[config.mk]
export PLATFORM = sky130hd
export DESIGN_NAME = adc_wave_meas
export DESIGN_NICKNAME = d
export VERILOG_FILES = /design/src/rtl/adc_wave_meas.sv
export SDC_FILE = /design/constraint.sdc
export NUM_CORES = 1
export LEC_CHECK = 0
export BUFFER_PORTS_ARGS = -buffer_cell sky130_fd_sc_hd__clkbuf_2
export CELL_PAD_IN_SITES_DETAIL_PLACEMENT = 0
export CELL_PAD_IN_SITES_GLOBAL_PLACEMENT = 2
export CORE_MARGIN = 8
export CORE_UTILIZATION = 41
export DETAILED_ROUTE_END_ITERATION = 8
export PLACE_DENSITY_LB_ADDON = 0.15
export SYNTH_ARGS = -nofsm -noshare
export SYNTH_HDL_FRONTEND = slang
export SYNTH_SLANG_ARGS = --single-unit
[constraint.sdc]
create_clock -name sys_clk -period 9.3 [get_ports sys_clk]
set_clock_uncertainty 0.2 [all_clocks]
set_input_delay 0.93 -clock sys_clk [delete_from_list [all_inputs] [get_ports sys_clk]]
set_output_delay 0.93 -clock sys_clk [all_outputs]
set_load 0.01 [all_outputs]
[src/rtl/adc_wave_meas.sv]
// rtl/adc_wave_meas.sv - ADC sample clock, capture and per-window max/min/vpp/crossing measurement
//
// Purpose: divides sys_clk into the ADC sample clock, registers one sample per
// adc_clk period, and over each window of GATE_SAMPLES samples tracks max, min,
// peak-to-peak and hysteretic rising crossings, then publishes them with a
// one-cycle meas_valid strobe.
//
// Ports:
//   sys_clk    in   system clock
//   sys_rst_n  in   asynchronous active-low reset
//   adc_data   in   10-bit unsigned ADC code
//   adc_clk    out  ADC sample clock, sys_clk/CLK_DIV, 50% duty
//   v_max      out  maximum code in last window
//   v_min      out  minimum code in last window
//   vpp        out  v_max - v_min
//   freq_cnt   out  rising crossings in last window, saturating
//   meas_valid out  one-cycle pulse when the measurement outputs update

module adc_wave_meas #(
  parameter int CLK_DIV      = 2,
  parameter int GATE_SAMPLES = 25000,
  parameter int HYST         = 8
) (
  input  logic        sys_clk,
  input  logic        sys_rst_n,
  input  logic [9:0]  adc_data,
  output logic        adc_clk,
  output logic [9:0]  v_max,
  output logic [9:0]  v_min,
  output logic [9:0]  vpp,
  output logic [15:0] freq_cnt,
  output logic        meas_valid
);

  localparam int HALF = CLK_DIV / 2;
  localparam int DW   = (HALF > 1) ? $clog2(HALF) : 1;
  localparam int IW   = (GATE_SAMPLES > 1) ? $clog2(GATE_SAMPLES) : 1;
  localparam logic [DW-1:0] DIV_LAST = DW'(HALF - 1);
  localparam logic [IW-1:0] IDX_LAST = IW'(GATE_SAMPLES - 1);
  localparam logic [10:0]   HYST_W   = 11'(HYST);

  typedef enum logic [1:0] {ST_UNK, ST_LOW, ST_HIGH} cross_t;

  logic [DW-1:0] div_cnt;
  logic          sample_en;
  logic [9:0]    adc_q;
  logic          s_vld;

  logic [IW-1:0] samp_idx;
  logic [9:0]    run_max;
  logic [9:0]    run_min;
  logic [9:0]    thr;
  logic [15:0]   cross_cnt;
  cross_t        st;

  // Clock divider: sample_en marks the cycle right after adc_clk falls, half
  // an ADC period after the rising edge that launched new data.
  always_ff @(posedge sys_clk or negedge sys_rst_n) begin
    if (!sys_rst_n) begin
      div_cnt   <= '0;
      adc_clk   <= 1'b0;
      sample_en <= 1'b0;
    end else begin
      sample_en <= 1'b0;
      if (div_cnt == DIV_LAST) begin
        div_cnt   <= '0;
        adc_clk   <= ~adc_clk;
        sample_en <= adc_clk;
      end else begin
        div_cnt <= div_cnt + 1'b1;
      end
    end
  end

  always_ff @(posedge sys_clk or negedge sys_rst_n) begin
    if (!sys_rst_n) begin
      adc_q <= '0;
      s_vld <= 1'b0;
    end else begin
      s_vld <= sample_en;
      if (sample_en) adc_q <= adc_data;
    end
  end

  // Hysteresis thresholds at 11 bits so neither side wraps before clamping.
  logic [10:0] thr_sum;
  logic [10:0] thr_hi;
  logic [10:0] thr_lo;
  logic        at_hi;
  logic        at_lo;
  cross_t      st_nxt;
  logic        cnt_inc;
  logic [15:0] cnt_nxt;
  logic        first_s;
  logic        last_s;
  logic [9:0]  max_nxt;
  logic [9:0]  min_nxt;
  logic [10:0] mid_sum;

  always_comb begin
    thr_sum = {1'b0, thr} + HYST_W;
    thr_hi  = (thr_sum > 11'd1023) ? 11'd1023 : thr_sum;
    thr_lo  = ({1'b0, thr} >= HYST_W) ? ({1'b0, thr} - HYST_W) : 11'd0;
    at_hi   = ({1'b0, adc_q} >= thr_hi);
    at_lo   = ({1'b0, adc_q} <= thr_lo);

    st_nxt  = st;
    cnt_inc = 1'b0;
    case (st)
      ST_UNK: begin
        if (at_hi)      st_nxt = ST_HIGH;
        else if (at_lo) st_nxt = ST_LOW;
      end
      ST_LOW: begin
        if (at_hi) begin
          st_nxt  = ST_HIGH;
          cnt_inc = 1'b1;
        end
      end
      ST_HIGH: begin
        if (at_lo) st_nxt = ST_LOW;
      end
      default: st_nxt = ST_UNK;
    endcase
    cnt_nxt = (cnt_inc && (cross_cnt != 16'hFFFF)) ? cross_cnt + 16'd1 : cross_cnt;

    first_s = (samp_idx == '0);
    last_s  = (samp_idx == IDX_LAST);
    max_nxt = (first_s || (adc_q > run_max)) ? adc_q : run_max;
    min_nxt = (first_s || (adc_q < run_min)) ? adc_q : run_min;
    mid_sum = {1'b0, max_nxt} + {1'b0, min_nxt};
  end

  // Window bookkeeping; the crossing state deliberately survives window ends.
  always_ff @(posedge sys_clk or negedge sys_rst_n) begin
    if (!sys_rst_n) begin
      samp_idx   <= '0;
      run_max    <= '0;
      run_min    <= '0;
      thr        <= 10'd512;
      cross_cnt  <= '0;
      st         <= ST_UNK;
      v_max      <= '0;
      v_min      <= '0;
      vpp        <= '0;
      freq_cnt   <= '0;
      meas_valid <= 1'b0;
    end else begin
      meas_valid <= 1'b0;
      if (s_vld) begin
        run_max <= max_nxt;
        run_min <= min_nxt;
        st      <= st_nxt;
        if (last_s) begin
          samp_idx   <= '0;
          v_max      <= max_nxt;
          v_min      <= min_nxt;
          vpp        <= max_nxt - min_nxt;
          freq_cnt   <= cnt_nxt;
          meas_valid <= 1'b1;
          cross_cnt  <= '0;
          thr        <= mid_sum[10:1];
        end else begin
          samp_idx  <= samp_idx + 1'b1;
          cross_cnt <= cnt_nxt;
        end
      end
    end
  end

endmodule
==> flow_summary.yaml <==
yosys:
  synth_common_cells: "dfrtp_1, nand2_1, ha_1, nor2_1, o21ai_0"
  syn-mean-instance-area_um2: 9.20
  netlist_instances: 854
  ys.flop_type: "dfrtp_1"
  async_flop_share_pct: 100
  synth_edf_count: 0
  yosysUniqueCellTypes: 63
  syn_area_um2: 7860
  syn_nets: 932
  yosysTopAreaCell: "dfrtp_1"
  ys_ff_latch: 123
  yosysMostFrequentCell: "dfrtp_1"
  yosysSeqAreaShare_pct: 39.2
  ys_top_cells_by_area: "dfrtp_1, ha_1, mux2_2"
  synth_warnings: 0
  yosysTopAreaCellShare_pct: 38.9
clock_network:
  htreeDepth: 4
  cts_tree: "done"
  clk_path_buf_depth: 2
  cts_sinks: 123
  ctsRootBufferMaster: "clkbuf_16"
  postCtsHoldBufs: 0
  cts_setup_buffers: 0
  cts_resized: 0
  cts-buffers-inserted: 17
  clock_latency_ns: 0.42
  path_clk_slew_ns: 0.06
timing:
  hold_violations: 0
  period_needed_ns: 5.35
  fmaxAchievable_mhz: 187
  setup_violations: 0
  max-slew-margin-rel_pct: 24.8
  finalSetupTns_ns: 0
  rsz0062_at_grt: "no"
  fin_ws_ns: 3.95
  slew_viol_final: 0
  fin_crit_sh_pct: 57.6
  holdWs_ns: 0.199
  worstMarginPinSlew_ns: 1.13
place:
  place_area_um2: 8270
  placement.io_buffers: 59
  dp_cells: 1104
  post-dp-hpwl_mm: 15.4
  gp_congestion: 0.875
  place_ws_ns: 3.94
worst_setup_path:
  startpoint_type: "flip-flop"
  critPathBufInv: 1
  cp_cell_sequence: "ha_1, a211oi_1, nor2_1, a2111oi_0, a31o_2, mux2i_1, inv_1, ha_1, nor2b_1, o31a_1, o31a_1, o211a_1, or3_1, a31oi_1"
  cpPeakStageDelay_ns: 0.65
  path_class: "flip-flop to flip-flop"
  worstPathArrival_ns: 5.48
  required_ns: 9.43
  crit_family: "compound AO/OA/AOI/OAI gates"
  worst_path_max_delay_cell: "mux2i_1"
  end_kind: "flip-flop"
  cp_max_fo: 23
grt:
  grt_max_degree: 83
  overflow: 0
  grt_use_total_pct: 18.4
  grt_pass1_wl_mm: 35.1
  grt_pass1_vias: 6480
  antenna_found_initial: 0
die:
  dieArea_um2: 23800
  die_h_um: 154
  die_w_um: 154
  rows: 50
  core_um2: 18800
  io_pins: 60
  start_util_pct: 41.9
routing:
  drt-total-wl_mm: 21.5
  drt-initial-drc-count: 357
  drcViolationCount: 0
  wl_per_cell_um: 19.0
  viasPerCell: 5.63
  routed-via-count: 6393
  detail-route-antenna-nets: 0
  first_pass_iters: 5
cells_and_area:
  design_area_um2: 8880
  final_nets: 967
  stdcell_count: 1135
  final_util_pct: 47.3
  ff_latch_area_um2: 3080
  syn_to_final_growth_pct: 13.0
  fill_cells: 1824
  drive_gt1_share_pct: 16.3
  n_antenna_cell: 0
  multiInputGateArea_um2: 4380
flow_run:
  maxCapViolations: 0
power:
  power_per_cell_area_nw_per_um2: 279
  p_leak_nw: 4.10
  power.total_mw: 2.47
  ir_drop_uv: 134
run_status:
  status: "finished clean"
hold_path:
  worstHoldPathType: "flip-flop to flip-flop"
-- state kept, by name, summed over array words and instances, names as in the netlist --
signal	cells
meas_valid	1
vpp	10
thr	10
samp_idx	15
sample_en	1
s_vld	1
cross_cnt	16
v_min	10
v_max	10
freq_cnt	16
run_min	10
st	2
adc_q	10
run_max	10
adc_clk	1
-- routing by layer --
metal / GRT usage, % / wire, um / up-vias
met5: 0 / 0 / -
li1: - / - / 3116
met2: 31.3 / 10500 / 110
met1: 23.4 / 9960 / 3147
met3: 3.73 / 717 / 20
met4: 5.09 / 302 / 0
-- area by class of cell --
cell class,instances,share of cell area [%]
multi-input combinational,634,49.4
sequential,123,34.7
clock buffer,20,4.92
timing repair buffer,63,3.69
tap,234,3.30
inverter,50,2.11
clock inverter,11,1.93
-- cell usage in the layout, fill, tap and decap left out, types with 8 or more instances in the layout --
| cell | n |
|---|---|
| mux2_2 | 42 |
| nor3_1 | 33 |
| a21o_1 | 8 |
| a31oi_1 | 8 |
| o21ai_0 | 58 |
| clkbuf_2 | 58 |
| a211oi_1 | 15 |
| nand2_1 | 93 |
| ha_1 | 64 |
| xnor2_1 | 19 |
| or3_1 | 10 |
| nor2_1 | 60 |
| nor2b_1 | 10 |
| o21a_1 | 12 |
| and3_1 | 12 |
| or4_1 | 8 |
| xor2_1 | 12 |
| dfrtp_1 | 122 |
| nand3_1 | 30 |
| mux2i_1 | 14 |
| nand4_1 | 16 |
| a21oi_1 | 21 |
| inv_1 | 50 |
| clkbuf_16 | 17 |
| o211ai_1 | 11 |
-- cell families (layout without fill, tap and decap cells) --
kind of cell,count (synthesis),count (layout),synth area share [%]
compound gates,177,177,14.9
xor+xnor,31,31,3.46
fa+ha+maj,66,66,10.7
buf+inv,97,144,5.03
flops,123,123,39.2
mux,56,56,7.80
simple gates,304,304,18.9
-- worst reg2reg max path, cell delays in order (launching register included) --
cell,delay (ns)
dfrtp_1,0.63
ha_1,0.33
a211oi_1,0.25
nor2_1,0.07
a2111oi_0,0.56
a31o_2,0.60
mux2i_1,0.65
inv_1,0.15
ha_1,0.33
nor2b_1,0.15
o31a_1,0.28
o31a_1,0.29
o211a_1,0.28
or3_1,0.32
a31oi_1,0.17
-- where the power goes --
part | switching, mW | leakage (nW) | total (mW) | internal [mW]
clock | 0.247 | 0.290 | 0.694 | 0.447
sequential | 0.0630 | 1.60 | 0.657 | 0.594
combinational | 0.635 | 2.21 | 1.12 | 0.489
total | 0.944 | 4.10 | 2.47 | 1.53
-- path summary, 6_finish.rpt --
path | from | end | slack (ns) | cells past startpoint
min in group asynchronous | sys_rst_n | samp_idx[4]$_DFFE_PN0P_ | 0.30 | 1
max reg2reg | adc_q[5]$_DFFE_PN0P_ | vpp[9]$_DFFE_PN0P_ | 3.95 | 14
min | adc_clk$_DFF_PN0_ | sample_en$_DFF_PN0_ | 0.20 | 0
max | adc_q[5]$_DFFE_PN0P_ | vpp[9]$_DFFE_PN0P_ | 3.95 | 14
max in group asynchronous | sys_rst_n | vpp[0]$_DFFE_PN0P_ | 7.05 | 2
min reg2reg | adc_clk$_DFF_PN0_ | sample_en$_DFF_PN0_ | 0.20 | 0
Note: power is estimated with default switching activity, not from simulation.
